### src/rtl/btb_predictor.sv
// Direct-mapped branch target buffer with 2-bit counters. Prediction and mispredict are combinational (0 cycles).
// Table and counter updates take effect on the next clock edge. There is no backpressure: one update is accepted per cycle.
module btb_predictor #(
  parameter int INDEX_W = 4
) (
  input  logic        i_clk,
  input  logic        i_rst_n,
  input  logic [31:0] i_pc_IF,
  output logic        o_pred_taken,
  output logic [31:0] o_pred_target,
  input  logic        i_upd_valid,
  input  logic [31:0] i_pc_EX,
  input  logic        i_taken_EX,
  input  logic [31:0] i_target_EX,
  input  logic        i_pred_taken_EX,
  input  logic [31:0] i_pred_target_EX,
  output logic        o_mispred,
  output logic [31:0] o_pc_redirect,
  output logic [31:0] o_br_cnt,
  output logic [31:0] o_mispred_cnt
);

  localparam int ENTRIES = 1 << INDEX_W;
  localparam int TAG_W   = 32 - INDEX_W - 2;

  logic             valid_q  [ENTRIES];
  logic [TAG_W-1:0] tag_q    [ENTRIES];
  logic [31:0]      target_q [ENTRIES];
  logic [1:0]       ctr_q    [ENTRIES];

  logic [31:0] br_cnt_q;
  logic [31:0] mispred_cnt_q;

  logic [INDEX_W-1:0] if_idx;
  logic [TAG_W-1:0]   if_tag;
  logic               if_hit;
  logic [INDEX_W-1:0] ex_idx;
  logic [TAG_W-1:0]   ex_tag;
  logic               ex_hit;
  logic [1:0]         ctr_nxt;
  logic               unused_pc_lsb;

  assign unused_pc_lsb = ^{i_pc_IF[1:0], i_pc_EX[1:0]};

  assign if_idx = i_pc_IF[INDEX_W+1:2];
  assign if_tag = i_pc_IF[31:INDEX_W+2];
  assign ex_idx = i_pc_EX[INDEX_W+1:2];
  assign ex_tag = i_pc_EX[31:INDEX_W+2];

  // Reads see the registered table only, so a same-cycle update to the same index is not forwarded.
  assign if_hit = valid_q[if_idx] && (tag_q[if_idx] == if_tag);
  assign ex_hit = valid_q[ex_idx] && (tag_q[ex_idx] == ex_tag);

  assign o_pred_taken  = if_hit & ctr_q[if_idx][1];
  assign o_pred_target = o_pred_taken ? target_q[if_idx] : i_pc_IF + 32'd4;

  assign o_mispred = i_upd_valid &
                     ((i_taken_EX != i_pred_taken_EX) |
                      (i_taken_EX & (i_target_EX != i_pred_target_EX)));
  assign o_pc_redirect = i_taken_EX ? i_target_EX : i_pc_EX + 32'd4;

  assign o_br_cnt      = br_cnt_q;
  assign o_mispred_cnt = mispred_cnt_q;

  always_comb begin
    ctr_nxt = ctr_q[ex_idx];
    if (i_taken_EX && ctr_q[ex_idx] != 2'b11)
      ctr_nxt = ctr_q[ex_idx] + 2'b01;
    else if (!i_taken_EX && ctr_q[ex_idx] != 2'b00)
      ctr_nxt = ctr_q[ex_idx] - 2'b01;
  end

  always_ff @(posedge i_clk or negedge i_rst_n) begin
    if (!i_rst_n) begin
      for (int i = 0; i < ENTRIES; i++) begin
        valid_q[i]  <= 1'b0;
        tag_q[i]    <= '0;
        target_q[i] <= '0;
        ctr_q[i]    <= 2'b01;
      end
    end else if (i_upd_valid) begin
      if (ex_hit) begin
        ctr_q[ex_idx] <= ctr_nxt;
        if (i_taken_EX)
          target_q[ex_idx] <= i_target_EX;
      end else if (i_taken_EX) begin
        // Taken miss replaces whatever alias occupied the slot, starting weakly taken.
        valid_q[ex_idx]  <= 1'b1;
        tag_q[ex_idx]    <= ex_tag;
        target_q[ex_idx] <= i_target_EX;
        ctr_q[ex_idx]    <= 2'b10;
      end
    end
  end

  always_ff @(posedge i_clk or negedge i_rst_n) begin
    if (!i_rst_n) begin
      br_cnt_q      <= '0;
      mispred_cnt_q <= '0;
    end else if (i_upd_valid) begin
      br_cnt_q <= br_cnt_q + 32'd1;
      if (o_mispred)
        mispred_cnt_q <= mispred_cnt_q + 32'd1;
    end
  end

endmodule

### config.mk
export PLATFORM = sky130hd
export DESIGN_NAME = btb_predictor
export DESIGN_NICKNAME = d
export VERILOG_FILES = /design/src/rtl/btb_predictor.sv
export SDC_FILE = /design/constraint.sdc
export NUM_CORES = 2
export LEC_CHECK = 0
export BUFFER_PORTS_ARGS = -buffer_cell sky130_fd_sc_hd__buf_2
export CAP_MARGIN = 5
export CORE_MARGIN = 5
export CORE_UTILIZATION = 55
export CTS_BUF_LIST = sky130_fd_sc_hd__clkbuf_16
export DETAILED_ROUTE_END_ITERATION = 16
export PLACE_DENSITY_LB_ADDON = 0.12
export SETUP_SLACK_MARGIN = 0.1
export SLEW_MARGIN = 20
export SYNTH_ARGS = -nofsm -noshare
export SYNTH_HDL_FRONTEND = slang
export SYNTH_SLANG_ARGS = --single-unit
### constraint.sdc
create_clock -name i_clk -period 7.6 [get_ports i_clk]
set_input_delay 0.38 -clock i_clk [delete_from_list [all_inputs] [get_ports i_clk]]
set_output_delay 0.38 -clock i_clk [all_outputs]
set_load 0.1 [all_outputs]
==> metrics.txt <==
# TYPE chip_impl_metric gauge
chip_impl_metric{name="pin_count",unit=""} 263
chip_impl_metric{name="core.rowCount",unit=""} 115
chip_impl_metric{name="synth_fp_nets",unit=""} 3842
chip_impl_metric{name="post-route-period-util",unit=""} 0.759
chip_impl_metric{name="initial_utilization",unit=""} 0.554
chip_impl_info{name="synth.top_cells.by_area",value="dfrtp_1 47%, mux2_2 16%, mux4_2 16%"} 1
chip_impl_metric{name="cts.sink_count",unit=""} 1040
chip_impl_info{name="most_instantiated_flip_flop_cell_in_the_synthesis_netlist",value="dfrtp_1"} 1
chip_impl_metric{name="post_route_cells_drive_above_1_share",unit=""} 0.492
chip_impl_metric{name="tightestPinTransition",unit="ns"} 1.14
chip_impl_metric{name="fin_setup_tns",unit="ns"} 0
chip_impl_metric{name="gpl.final_weighted_congestion",unit=""} 0.914
chip_impl_metric{name="layout_overhead_on_the_synthesized_area",unit="%"} 10.3
chip_impl_metric{name="dr.first_iter.drc_count",unit=""} 3362
chip_impl_metric{name="synth_top_cell_area_share",unit=""} 0.471
chip_impl_metric{name="post-route-min-period",unit="ns"} 5.77
chip_impl_metric{name="cts_made_buffers",unit=""} 112
chip_impl_metric{name="detailed_place_hpwl",unit="mm"} 102
chip_impl_metric{name="syn_area",unit="um2"} 54500
chip_impl_metric{name="simple_gate_share_of_the_synthesized_area",unit=""} 0.0439
chip_impl_metric{name="yosys.area_share.xor_xnor",unit=""} 0.0328
chip_impl_metric{name="setup-violations-final",unit=""} 0
chip_impl_metric{name="synth-seq-area-share",unit=""} 0.478
chip_impl_metric{name="layout.nets",unit=""} 3952
chip_impl_metric{name="grt_max_degree",unit=""} 181
chip_impl_metric{name="cap_violations",unit=""} 0
chip_impl_info{name="cp-start-kind",value="input port"} 1
chip_impl_metric{name="timing.reg2reg.worst_path_depth",unit=""} 9
chip_impl_metric{name="post-cts-setup-buffers",unit=""} 0
chip_impl_metric{name="total_number_of_vias",unit=""} 34700
chip_impl_metric{name="groute.usage.overall",unit=""} 0.310
chip_impl_metric{name="final-max-slew-violation-count",unit=""} 0
chip_impl_metric{name="design.die.area",unit="um2"} 105000
chip_impl_metric{name="clock_skew",unit="ns"} 0.0222
chip_impl_metric{name="maxSlewHeadroom",unit=""} 0.232
chip_impl_metric{name="grt_first_pass_wirelength",unit="mm"} 246
chip_impl_metric{name="placement.io_buffers",unit=""} 262
chip_impl_info{name="worstHoldStart",value="i_target_EX[2]"} 1
chip_impl_metric{name="number_of_instances_in_the_synthesized_netlist",unit=""} 3700
chip_impl_info{name="worst_setup_path_end_kind",value="output pin"} 1
chip_impl_metric{name="worst_ep_required_time",unit="ns"} 7.22
chip_impl_metric{name="post_route_ant_nets",unit=""} 0
chip_impl_metric{name="async_reset_ff_frac",unit=""} 1.00
chip_impl_metric{name="vias_per_cell",unit=""} 6.68
chip_impl_info{name="outcome",value="finished clean"} 1
chip_impl_metric{name="synth_enable_flop_cells",unit=""} 0
chip_impl_info{name="grt_setup_unrepaired",value="false"} 1
chip_impl_info{name="r2r_start",value="tag_q[314]$_DFFE_PN0P_"} 1
chip_impl_info{name="root_buffer",value="clkbuf_16"} 1
chip_impl_metric{name="hold_viol",unit=""} 0
chip_impl_metric{name="wire_per_inst",unit="um"} 31.8
chip_impl_metric{name="placeableCoreArea",unit="um2"} 98300
chip_impl_info{name="cts_tree",value="done"} 1
chip_impl_metric{name="clk_path_buf_depth",unit=""} 3
chip_impl_metric{name="number_of_stages_on_the_worst_hold_path",unit=""} 2
chip_impl_metric{name="worstPathArrival",unit="ns"} 5.39
chip_impl_metric{name="layout.filler_cells",unit=""} 7332
chip_impl_info{name="timing_worst_setup_path_type",value="input port to output pin"} 1
chip_impl_metric{name="htreeDepth",unit=""} 3
chip_impl_metric{name="fp.dieW",unit="um"} 325
chip_impl_metric{name="vias_in_the_first_global_route",unit=""} 36400
chip_impl_info{name="post_synth_most_frequent_cells",value="1024 x dfrtp_1, 796 x mux2_2, 392 x mux4_2"} 1
chip_impl_metric{name="netlist-cell-type-count",unit=""} 73
chip_impl_metric{name="post-route-drc-count",unit=""} 0
chip_impl_info{name="post-synth-top-area-cell",value="dfrtp_1"} 1
chip_impl_metric{name="detail_route.first_pass.iterations",unit=""} 6
chip_impl_metric{name="synthesis.area_per_instance",unit="um2"} 14.7
chip_impl_metric{name="yosys_warnings",unit=""} 0
chip_impl_metric{name="globalRouteOverflowTotal",unit=""} 0
chip_impl_metric{name="synthAdderAreaFrac",unit=""} 0.00207
chip_impl_metric{name="power-per-cell-area",unit="nW/um2"} 267
chip_impl_metric{name="yosys-mux-area-fraction",unit=""} 0.390
chip_impl_metric{name="final_hold_slack",unit="ns"} 0.192
chip_impl_metric{name="clk_pin_slew",unit="ns"} 0.06
chip_impl_metric{name="y_dimension_of_the_die",unit="um"} 325
chip_impl_info{name="synth_top_family_by_area",value="multiplexers"} 1
chip_impl_info{name="timing.hold.worst.class",value="input port to flip-flop"} 1
chip_impl_metric{name="insertion_delay",unit="ns"} 0.71
chip_impl_metric{name="synth-seq-cells",unit=""} 1040
chip_impl_info{name="r2r_end",value="tag_q[335]$_DFFE_PN0P_"} 1
chip_impl_metric{name="maxClockFrequency",unit="MHz"} 173
chip_impl_metric{name="synth_compound_gate_area_share",unit=""} 0.0211
chip_impl_metric{name="peakVddDrop",unit="mV"} 0.283
chip_impl_info{name="yosys.cell_count.top_type",value="dfrtp_1"} 1
chip_impl_metric{name="r2r_setup_slack",unit="ns"} 2.97
chip_impl_info{name="hold_path_end",value="target_q[34]$_DFFE_PN0P_"} 1
chip_impl_metric{name="p_leak",unit="nW"} 26.5
chip_impl_metric{name="total_detailed_routing_wirelength",unit="mm"} 165
chip_impl_metric{name="worst-path-max-fanout",unit=""} 77
chip_impl_metric{name="grt_antenna_before_repair",unit=""} 28
## layout by cell type (no fill, tap or decap), drive strengths merged, types with 43 or more instances in the layout
cell type  count
xnor2        110
nand3         68
mux2i         88
nor2          77
o21ai         76
dfrtp       1024
nand4         43
xor2          93
clkinv        53
nand2        137
inv           47
mux4         392
clkbuf       115
mux2         967
buf          338
## report_power, final
part | switching [W] | leakage [nW] | total, W | internal, W
sequential | 0.000690 | 13.3 | 0.00727 | 0.00658
clock | 0.00231 | 1.79 | 0.00518 | 0.00287
combinational | 0.00175 | 11.4 | 0.00361 | 0.00185
total | 0.00475 | 26.5 | 0.0160 | 0.0113
## metrics by stage
stage	instance area [um2]	cells	setup slack, ns	total power [W]	util
2_1_floorplan	54500	3700	1.34	0.00984	-
3_3_place_gp	56500	4981	1.92	0.0107	0.575
3_5_place_dp	56500	4981	1.89	0.0109	0.575
4_1_cts	60000	5187	1.89	0.0161	0.611
5_1_grt	60000	5194	1.63	0.0167	0.611
6_report	60100	5200	1.83	0.0160	0.611
## per-layer routing
layer / vias to the layer above / global-route usage / part of all wire
met5: - / 0 / 0.0010
met1: 18700 / 0.432 / 0.41
met4: 26 / 0.104 / 0.034
li1: 14000 / - / -
met2: 1558 / 0.484 / 0.47
met3: 352 / 0.0784 / 0.090
## worst max path at each step
stage / startpoint / end / cells past startpoint
after global placement: i_pc_IF[2] / o_pred_target[30] / 11
final: i_pc_IF[3] / o_pred_target[30] / 11
after floorplan: i_pc_IF[2] / o_pred_taken / 10
after detailed placement: i_pc_IF[2] / o_pred_target[30] / 11
after global routing: i_pc_IF[2] / o_pred_target[30] / 11
after CTS: i_pc_IF[2] / o_pred_target[30] / 11
## area by class of cell
type                    count  area, um2  share of cell area
inverters                  19       71.3             0.00119
diodes                     12       30.0            0.000500
clock buffers             115       2880              0.0479
multi-input cells        2298      26800               0.446
repair buffers            339       2050              0.0342
flip-flops and latches   1040      26000               0.434
well taps                1287       1610              0.0268
clock inverters            90        567             0.00944
## flip-flops by register name, summed over array words and instances, names as in the netlist
register	count
target_q	512
ctr_q	32
tag_q	416
valid_q	16
o_mispred_cnt	32
o_br_cnt	32
## worst max-delay path, cell delays in order
cell     delay (ns)
buf_8          0.59
buf_4          0.73
mux4_2         0.43
mux4_2         0.54
xnor2_1        0.38
nand4_1        0.12
or4_1          0.46
nor4_4         0.16
buf_4          0.55
mux2_2         0.42
buf_2          0.47
## kinds of logic after synthesis
family	after synthesis
AND/OR/NAND/NOR	476
multiplexers	1447
flip-flops	1040
buffers and inverters	362
XOR/XNOR	203
AO/OA/AOI/OAI	163
adder cells (fa/ha/maj)	9
## what timing repair did
action	in CTS	in global routing
resized for setup	0	0
hold endpoints to repair	116	0
hold buffers	1	0
(Power assumes the default switching activity.)
